==> config.mk <==
export PLATFORM = sky130hd
export DESIGN_NAME = out_port_ctrl
export DESIGN_NICKNAME = d
export VERILOG_FILES = /design/src/rtl/out_port_ctrl_pkg.sv /design/src/rtl/sync_fifo.sv /design/src/rtl/out_port_ctrl.sv
export SDC_FILE = /design/constraint.sdc
export NUM_CORES = 1
export LEC_CHECK = 0
export CORE_ASPECT_RATIO = 0.7
export CORE_MARGIN = 2
export CORE_UTILIZATION = 44
export CTS_BUF_LIST = sky130_fd_sc_hd__clkbuf_8 sky130_fd_sc_hd__clkbuf_16
export DETAILED_ROUTE_END_ITERATION = 7
export PLACE_DENSITY = 0.67
export RECOVER_POWER = 100
export SLEW_MARGIN = 10
export SYNTH_ARGS = -nofsm -noshare
export SYNTH_HDL_FRONTEND = slang
export SYNTH_SLANG_ARGS = --single-unit
==> constraint.sdc <==
create_clock -name clk -period 3 [get_ports clk]
set_input_delay 0.9 -clock clk [delete_from_list [all_inputs] [get_ports clk]]
set_output_delay 0.9 -clock clk [all_outputs]
set_load 0.005 [all_outputs]
==> src/rtl/out_port_ctrl_pkg.sv <==
// Shared defaults and handshake state encoding for the CPU output port.
package out_port_ctrl_pkg;

    localparam int unsigned DefaultDataW = 32;
    localparam int unsigned DefaultDepth = 4;

    typedef enum logic [1:0] {
        StIdle    = 2'd0,
        StReq     = 2'd1,
        StRelease = 2'd2
    } hs_state_e;

endpackage

==> src/rtl/sync_fifo.sv <==
// Single-clock FIFO with occupancy count; a push while full is accepted only alongside a pop.
module sync_fifo
    import out_port_ctrl_pkg::*;
#(
    parameter int unsigned DATA_W = DefaultDataW,
    parameter int unsigned DEPTH  = DefaultDepth
) (
    input  logic                       clk,
    input  logic                       clr,
    input  logic                       push,
    input  logic                       pop,
    input  logic [DATA_W-1:0]          din,
    output logic [DATA_W-1:0]          dout,
    output logic [$clog2(DEPTH):0]     count,
    output logic                       full,
    output logic                       empty
);

    localparam int AW   = $clog2(DEPTH);
    localparam int CntW = AW + 1;
    localparam logic [CntW-1:0] FullCnt = CntW'(DEPTH);

    logic [DATA_W-1:0] mem_q [DEPTH];
    logic [AW-1:0]     wr_ptr_q, rd_ptr_q;
    logic [CntW-1:0]   count_q;
    logic              do_push;

    assign full    = (count_q == FullCnt);
    assign empty   = (count_q == '0);
    assign count   = count_q;
    assign dout    = mem_q[rd_ptr_q];
    // A full FIFO can still take a word when the head leaves at the same edge.
    assign do_push = push & (~full | pop);

    always_ff @(posedge clk) begin
        if (do_push) begin
            mem_q[wr_ptr_q] <= din;
        end
    end

    always_ff @(posedge clk) begin
        if (clr) begin
            wr_ptr_q <= '0;
            rd_ptr_q <= '0;
            count_q  <= '0;
        end else begin
            if (do_push) begin
                wr_ptr_q <= wr_ptr_q + AW'(1);
            end
            if (pop) begin
                rd_ptr_q <= rd_ptr_q + AW'(1);
            end
            unique case ({do_push, pop})
                2'b10:   count_q <= count_q + CntW'(1);
                2'b01:   count_q <= count_q - CntW'(1);
                default: count_q <= count_q;
            endcase
        end
    end

endmodule

==> src/rtl/out_port_ctrl.sv <==
// CPU output port: holding register, word queue and four-phase valid/ack device handshake.
module out_port_ctrl
    import out_port_ctrl_pkg::*;
#(
    parameter int unsigned DATA_W = DefaultDataW,
    parameter int unsigned DEPTH  = DefaultDepth
) (
    input  logic              clk,
    input  logic              clr,
    input  logic              OutPortIn,
    input  logic [DATA_W-1:0] bus_in,
    output logic [DATA_W-1:0] outport_data_out,
    output logic              dev_valid,
    output logic [DATA_W-1:0] dev_data,
    input  logic              dev_ack,
    output logic              fifo_full,
    output logic              overflow,
    output logic              busy
);

    hs_state_e                 state_q, state_d;
    logic                      pop;
    logic                      full;
    logic                      empty;
    logic [DATA_W-1:0]         head;
    logic [$clog2(DEPTH):0]    count;
    logic [DATA_W-1:0]         hold_q;
    logic [DATA_W-1:0]         dev_data_q;
    logic                      overflow_q;

    sync_fifo #(
        .DATA_W (DATA_W),
        .DEPTH  (DEPTH)
    ) u_fifo (
        .clk   (clk),
        .clr   (clr),
        .push  (OutPortIn),
        .pop   (pop),
        .din   (bus_in),
        .dout  (head),
        .count (count),
        .full  (full),
        .empty (empty)
    );

    always_ff @(posedge clk) begin
        if (clr) begin
            state_q <= StIdle;
        end else begin
            state_q <= state_d;
        end
    end

    always_comb begin
        state_d = state_q;
        unique case (state_q)
            StIdle:    if (!empty)  state_d = StReq;
            StReq:     if (dev_ack) state_d = StRelease;
            StRelease: if (!dev_ack) state_d = StIdle;
            default:   state_d = StIdle;
        endcase
    end

    // dev_valid is exactly "in REQ", so it drops on the ack edge and on clr.
    always_comb begin
        pop       = (state_q == StIdle) && !empty;
        dev_valid = (state_q == StReq);
        busy      = (count != '0) || (state_q != StIdle);
    end

    always_ff @(posedge clk) begin
        if (clr) begin
            hold_q     <= '0;
            dev_data_q <= '0;
            overflow_q <= 1'b0;
        end else begin
            if (OutPortIn) begin
                hold_q <= bus_in;
            end
            if (pop) begin
                dev_data_q <= head;
            end
            if (OutPortIn && full && !pop) begin
                overflow_q <= 1'b1;
            end
        end
    end

    assign outport_data_out = hold_q;
    assign dev_data         = dev_data_q;
    assign overflow         = overflow_q;
    assign fifo_full        = full;

endmodule
# Word level (Yosys, flattened, before mapping)
# Memory sizes are Yosys's and may differ from the RTL's. A register that Yosys moved wholly into a read port is not among the register bits.
# Cells that the tools add are included.
totals:
  n_memories: 1
  latchBits: 0
  ram_bits: 128
  input_bits: 36
  mem_bits_ro: 0
  output_inout_bits: 68
  ff_bits: 42
classes:
  eq_ne: 8
  n_reduce_logical: 12
  addsub: 4
  magnitude_cmp: 0
  bitwise: 3
  n_mux: 7
  n_div: 0
  mul: 0
  shift: 0
mem_list:
  columns: ["memory", "words", "word_bits", "rd", "rd_ports_with_merged_regs", "write_ports", "line_no", "text"]
  rows:
  - ["u_fifo.mem_q", 4, 32, 1, 1, 1, "sync_fifo.sv:23", "logic [DATA_W-1:0] mem_q [DEPTH];"]
op_table:
  columns: ["op", "count"]
  rows:
  - ["2-to-1 mux 2 bit", 3]
  - ["one-hot mux 2 bit (3 select lines)", 1]
  - ["one-hot mux 3 bit (2 select lines)", 1]
  - ["adder 2 x 1 -> 2 bit, second input constant", 2]
  - ["equality test 2 x 1 -> 1 bit, second input constant", 2]
  - ["equality test 2 bit, second input constant", 2]
  - ["!= test 2 bit, second input constant", 2]
  - ["nonzero test 2 bit", 2]
  - ["adder 3 x 1 -> 3 bit, second input constant", 1]
  - ["equality test 3 bit, second input constant", 1]
  - ["logical AND 1 bit", 3]
  - ["zero test 3 bit", 1]
  - ["AND reduction 3 bit", 1]
  - ["nonzero test 3 bit", 1]
  - ["subtractor 3 x 1 -> 3 bit, second input constant", 1]
  - ["zero test 1 bit", 2]
  - ["zero test 2 bit", 1]
  - ["2-to-1 mux 1 bit", 2]
  - ["!= test 2 x 1 -> 1 bit, second input constant", 1]
  - ["bitwise AND 1 bit", 1]
  - ["logical OR 1 bit", 1]
  - ["inverter 1 bit", 1]
  - ["bitwise OR 1 bit", 1]

# Depth between registers and ports, before layout
# Gate-level depths: netlist of the first run.
depth:
  depth_word: 7
  depth_mapped: 10

# Cells and area by module
# A second synthesis of the first run with hierarchy kept.
hier_totals:
  cells_unflattened: 496
  area_unflattened_um2: 7892.6
modules_own_cells:
  columns: ["module", "cells_each", "area_each_um2", "instances"]
  rows:
  - ["sync_fifo", 225, 5157.4, 1]
  - ["out_port_ctrl", 271, 2735.1, 1]

# Least setup slack after synthesis of the first run
# OpenSTA, ideal clock, no wires.
synth_path:
  kind: "input to register"
  startpoint: "in OutPortIn"
  endpoint: "mem u_fifo.mem_q[0][0] (netlist bit) (enable)"
  stages: 3
  path_buffers: 1
  t_arrival_ps: 2255
  path_slack_ps: 353
  path_cell_list: "clkbuf_1 -> a21boi_2 -> and2_1"
synth_via:
  elab_chain_len: 3
synth_rtl:
  columns: ["element", "line_no", "text"]
  rows:
  - ["start, declared", "out_port_ctrl.sv:10", "input logic OutPortIn,"]
  - ["bitwise AND 1 bit", "sync_fifo.sv:33", "assign do_push = push & (~full | pop);"]
  - ["2-to-1 mux 1 bit", "sync_fifo.sv:36", "if (do_push) begin"]
  - ["2-to-1 mux 1 bit (implied by the code)", "sync_fifo.sv:37", "mem_q[wr_ptr_q] <= din;"]
  - ["end, declared", "sync_fifo.sv:23", null]
# No other way between the ends.

# Worst setup path in the final report of the first run
layout_path:
  startpoint: "reg u_fifo.count_q[2], in the netlist u_fifo.count[2]"
  endpoint: "out fifo_full"
layout_via:
  elab_chain_len: 1
layout_rtl:
  columns: ["element", "line_no", "text"]
  rows:
  - ["start, declared", "sync_fifo.sv:25", "logic [CntW-1:0] count_q;"]
  - ["start signal, assigned", "sync_fifo.sv:54", "2'b10: count_q <= count_q + CntW'(1);"]
  - ["start signal, assigned", "sync_fifo.sv:55", "2'b01: count_q <= count_q - CntW'(1);"]
  - ["start signal, assigned", "sync_fifo.sv:56", "default: count_q <= count_q;"]
  - ["equality test 3 bit", "sync_fifo.sv:28", "assign full = (count_q == FullCnt);"]
  - ["end, declared", "out_port_ctrl.sv:16", "output logic fifo_full,"]
# No other way between the ends.

==> results of run 1 <==
-- layout by cell type (no fill, tap or decap), drive strengths merged, types with 2 or more instances in the layout --
cell type,synthesis,final
clkinv,0,6
a31o,2,2
a21oi,4,4
edfxtp,128,128
nor2,41,41
clkbuf,6,30
dlygate4sd3,0,99
xor2,2,2
or3,3,3
ha,5,5
a22o,32,32
and2,4,4
nor2b,2,2
inv,8,14
dfxtp,74,74
buf,18,6
o21ai,2,2
nor3,3,3
mux2i,33,33
nand2b,2,2
mux4,32,32
clkdlybuf4s50,0,2
-- path summary, 6_finish.rpt --
path | from | end | slack [ns] | depth (start not counted)
worst max-delay path | u_fifo.count[2] | fifo_full | 0.28 | 2
worst min-delay path | dev_data[26] | dev_data[26] | 0.47 | 1
worst max register to register | state_q[1] | u_fifo.mem_q[0][2] | 0.44 | 5
worst min register to register | dev_data[26] | dev_data[26] | 0.47 | 1
-- logic make-up (layout without fill, tap and decap cells) --
group                      after synthesis  count (layout)
AOI/OAI and AO/OA                       43              43
xor gates and xnor gates                 3               3
DFF                                    202             202
muxes                                   66              66
buffers and inverters                   32             158
and+or+nand+nor                         58              58
adders and majority gates                6               6
-- state kept, by name, indices dropped and copies added (netlist names) --
register,count
overflow,1
dev_data,32
u_fifo.count,3
outport_data_out,32
u_fifo.wr_ptr_q,2
u_fifo.mem_q,128
u_fifo.rd_ptr_q,2
state_q,2
-- Yosys cell counts, drive strengths merged --
cell type	n
clkbuf	6
inv	8
a21oi	4
fa	1
o21ai	2
a31o	2
dfxtp	74
nor3b	1
a311oi	1
nor2b	2
a22oi	1
a22o	32
or2	1
and2	4
or3	3
nand2b	2
mux4	32
nor3	3
xnor2	1
a21boi	1
nor2	41
mux2i	33
buf	18
nand2	1
ha	5
mux2	1
xor2	2
edfxtp	128
-- per-layer routing --
layer,GRT usage [%],share of wire [%],vias up,wire (µm)
li1,-,-,1797,-
met1,22.7,45,1996,6430
met2,27.3,48,117,6840
met3,3.62,5.5,19,784
met4,3.24,1.4,0,193
met5,0,0,-,0
-- critical path, stage by stage, from the launching register on --
cell and delay (ns):
dfxtp_1 0.40, nor3b_1 0.37, clkdlybuf4s50_1 0.58
-- area by class of cell --
type / instances / area, µm² / area share (%)
Sequential cell: 202 / 5330 / 57.8
Clock inverter: 13 / 58.8 / 0.638
Multi-Input combinational cell: 176 / 1810 / 19.7
Tap cell: 225 / 282 / 3.06
Timing Repair Buffer: 115 / 1160 / 12.6
Inverter: 8 / 30.0 / 0.326
Clock buffer: 22 / 539 / 5.85
-- metrics by stage --
step                      total power (W)  cells
after CTS                         0.00777    761
after floorplan                   0.00461    410
final                             0.00754    761
after global placement            0.00546    726
after global routing              0.00792    761
after detailed placement          0.00550    726
-- where the power goes --
part | switching [W] | internal, W | total, W | leakage (nW)
sequential | 0.000284 | 0.00335 | 0.00364 | 1.78
clock | 0.000962 | 0.00129 | 0.00225 | 0.319
combinational | 0.000708 | 0.000946 | 0.00165 | 1.32
total | 0.00195 | 0.00559 | 0.00754 | 3.42
==> flow_summary.ini, run 1 <==
[synthesis]
synth_compound_area_share_pct = 5.00
syn_nets = 452
ys_seq_area_share_pct = 72.6
synthCells = 410
synthAdderAreaFrac_pct = 1.13
yosysWarningCount = 0
synthesis.area_um2 = 7330
synth_seq_cells = 202
yosys.area.top_type = edfxtp_1
avgSynthCellArea_um2 = 17.9
yosys.area_share.simple_pct = 3.84
synth_cell_types = 33
synth_mux_area_share_pct = 14.5
synth_top_cell_area_share_pct = 52.4
synth_top_family_by_area = multiplexers
yosys-top-cells-area = edfxtp_1, dfxtp_1, mux4_2
synth-xor-area-share_pct = 0.358

[drt]
wl_um = 14200
routedWlPerCell_um = 18.7
drc = 0
vias_per_cell = 5.16
dr.pass1.iters = 5
drtIter0Drc = 187
vias = 3929
ant_nets = 0

[critical_path]
required_ns = 2.10
critPathArrivalTime_ns = 1.82
worst-setup-path-type = reg2out
end_kind = output pin
crit_path_start_kind = flop
crit_fanout = 5

[cells_and_area]
final_layout_size_suffix_gt1_share_pct = 14.2
final_cell_area_um2 = 9210
fin_util_pct = 56.5
fillers = 1294
syn2layout_area_growth_pct = 25.7
diodes = 0
final_net_count = 565

[floorplan]
core_um2 = 16300
start_util_pct = 45.0
ioPinCount = 104
fp.dieH_um = 112
row_count = 39
fp.dieW_um = 158
die_area_um2 = 17700

[placed_design]
io_buffers = 103
preCtsSetupSlack_ns = 0.428
place_congestion = 0.696
dp_hpwl_um = 9030
placedInstanceArea_um2 = 8650

[timing]
hold_violations = 0
setup_violations = 0
setup_tns_ns = 0
holdWs_ns = 0.472
maxSlewHeadroom_pct = 5.01
fin_crit_ns = 2.72
fmax_mhz = 368
fin_crit_sh_pct = 90.7
tightestPinTransition_ns = 1.42
grt_setup_unrepaired = false
slew_viol_final = 0
setup_slack_ns = 0.280
finClkSkew_ns = 0.0107

[global_route]
antenna_found_initial = 0
grt-ovfl-total = 0
grt_pass1_wl_um = 22400
grt_max_degree = 35
grt_usage_pct = 16.5
first_global_vias = 4022

[clock_tree]
cts_hold_buf = 0
clock-sinks = 202
cts-buffers-inserted = 20
clk_pin_slew_ns = 0.06
cts_resized = 0
h-tree-depth = 1
root_buffer = clkbuf_16
post_cts_buffers = 0
clk_latency_ns = 0.48
cts_tree = done
cts_buffer_depth = 3

[power_and_ir_drop]
p_leak_nw = 3.42
peakVddDrop_mv = 0.382
powerDensity_nw_per_um2 = 818

[hold_path]
hold_path_class = reg2reg

[status]
outcome = completed

[job]
cap_violations = 0
Note: power is estimated with default switching activity, not from simulation.
==> run 2: changes to the inputs <==
CELL_PAD_IN_SITES_DETAIL_PLACEMENT = 0   (was default)
CELL_PAD_IN_SITES_GLOBAL_PLACEMENT = 1   (was default)
CORE_MARGIN = default   (was 2)
PLACE_DENSITY = default   (was 0.67)
PLACE_DENSITY_LB_ADDON = 0.1   (was default)
clock period = 3.4 ns   (was 3 ns; I/O delays follow)
==> flow_summary.ini, run 2 (synthesis gave the netlist of run 1 again) <==
[status]
outcome = completed

[clock_tree]
h-tree-depth = 1
cts_tree = done
cts_resized = 0
post_cts_buffers = 0
clk_pin_slew_ns = 0.06
clk_latency_ns = 0.48
cts-buffers-inserted = 20
root_buffer = clkbuf_16
cts_buffer_depth = 3
clock-sinks = 202
cts_hold_buf = 0

[floorplan]
fp.dieH_um = 110
ioPinCount = 104
die_area_um2 = 17200
fp.dieW_um = 156
start_util_pct = 45.0
row_count = 39
core_um2 = 16300

[global_route]
grt-ovfl-total = 0
grt_max_degree = 35
grt_pass1_wl_um = 21700
antenna_found_initial = 0
grt_usage_pct = 16.9
first_global_vias = 3916

[timing]
setup_slack_ns = 0.415
finClkSkew_ns = 0.0124
setup_violations = 0
slew_viol_final = 0
maxSlewHeadroom_pct = 10.2
fmax_mhz = 335
setup_tns_ns = 0
holdWs_ns = 0.475
tightestPinTransition_ns = 1.35
fin_crit_sh_pct = 87.8
grt_setup_unrepaired = false
hold_violations = 0
fin_crit_ns = 2.98

[cells_and_area]
diodes = 0
largest_reg_flops = 128
fillers = 1327
final_layout_size_suffix_gt1_share_pct = 14.3
final_net_count = 563
mostFrequentLayoutCells = edfxtp_1, dlygate4sd3_1, dfxtp_1
syn2layout_area_growth_pct = 25.4
regMostFlops = u_fifo.mem_q
final_common_cell = edfxtp_1

[placed_design]
dp_hpwl_um = 8600
io_buffers = 103
place_congestion = 0.736
preCtsSetupSlack_ns = 0.661

[drt]
ant_nets = 0
routedWlPerCell_um = 18.7
vias = 3883
drtIter0Drc = 196
drc = 0
vias_per_cell = 5.12
wl_um = 14200
dr.pass1.iters = 4

[job]
cap_violations = 0

[critical_path]
regToRegEndpoint = u_fifo.mem_q[1][25]
crit_path_start_kind = flop
worst-setup-path-type = reg2out
reg2reg_slack_ns = 0.69
end_kind = output pin
crit_start = u_fifo.count[2]
required_ns = 2.38
critPathArrivalTime_ns = 1.96
reg2regPathDepth = 4
crit_fanout = 5
crit_path_end = fifo_full
worstReg2RegStart = state_q[1]

[power_and_ir_drop]
peakVddDrop_mv = 0.388
p_leak_nw = 3.42
powerDensity_nw_per_um2 = 722
fin_total_pwr_w = 0.00663

[hold_path]
hold_path_class = reg2reg
## run 2: changes by cell type in the layout (fill, tap and decap cells not counted), sizes merged
cell	delta
clkinvlp	-1
clkbuf	-4
inv	+2
buf	+2
clkinv	-2
## run 2: worst min-delay path by stage
stage / endpoint / cells past startpoint / from / slack (ns)
floorplan: dev_data[2] / 1 / dev_data[2] / 0.47
global placement: dev_data[29] / 1 / dev_data[29] / 0.46
detailed placement: dev_data[2] / 1 / dev_data[2] / 0.47
CTS: dev_data[29] / 1 / dev_data[29] / 0.49
global route: dev_data[1] / 1 / dev_data[1] / 0.49
finish: dev_data[29] / 1 / dev_data[29] / 0.48
## run 2: critical path: stages (launching register included)
cell	delay [ns]
dfxtp_1	0.41
nor3b_1	0.47
clkdlybuf4s50_1	0.60
## run 2: per-layer routing
| metal | GRT usage, % | vias to the layer above | wire length [µm] |
|---|---|---|---|
| met5 | 0 | - | 0 |
| met1 | 23.6 | 1981 | 6750 |
| met3 | 3.21 | 20 | 551 |
| li1 | - | 1800 | - |
| met2 | 27.5 | 82 | 6610 |
| met4 | 4.20 | 0 | 261 |
## run 2: metrics by stage
stage                     utilization [%]  area [µm²]  std cells
after global routing                 56.4        9190        758
after global placement               52.9        8620        724
after CTS                            56.5        9210        758
final                                56.4        9190        758
after detailed placement             52.9        8620        724
after floorplan                         -        7330        410
## run 2: cell type report
| cell class | count | area [µm²] | area share [%] |
|---|---|---|---|
| Tap cell | 225 | 282 | 3.06 |
| Clock buffer | 22 | 539 | 5.87 |
| Clock inverter | 12 | 47.5 | 0.517 |
| Sequential cell | 202 | 5330 | 58.0 |
| Timing Repair Buffer | 113 | 1150 | 12.5 |
| Inverter | 8 | 30.0 | 0.327 |
| Multi-Input combinational cell | 176 | 1810 | 19.7 |
## run 2: power breakdown
group          switching, W  leakage (nW)  internal [W]
Sequential         0.000253          1.78       0.00296
Combinational      0.000619          1.32      0.000821
Clock              0.000851         0.320       0.00113
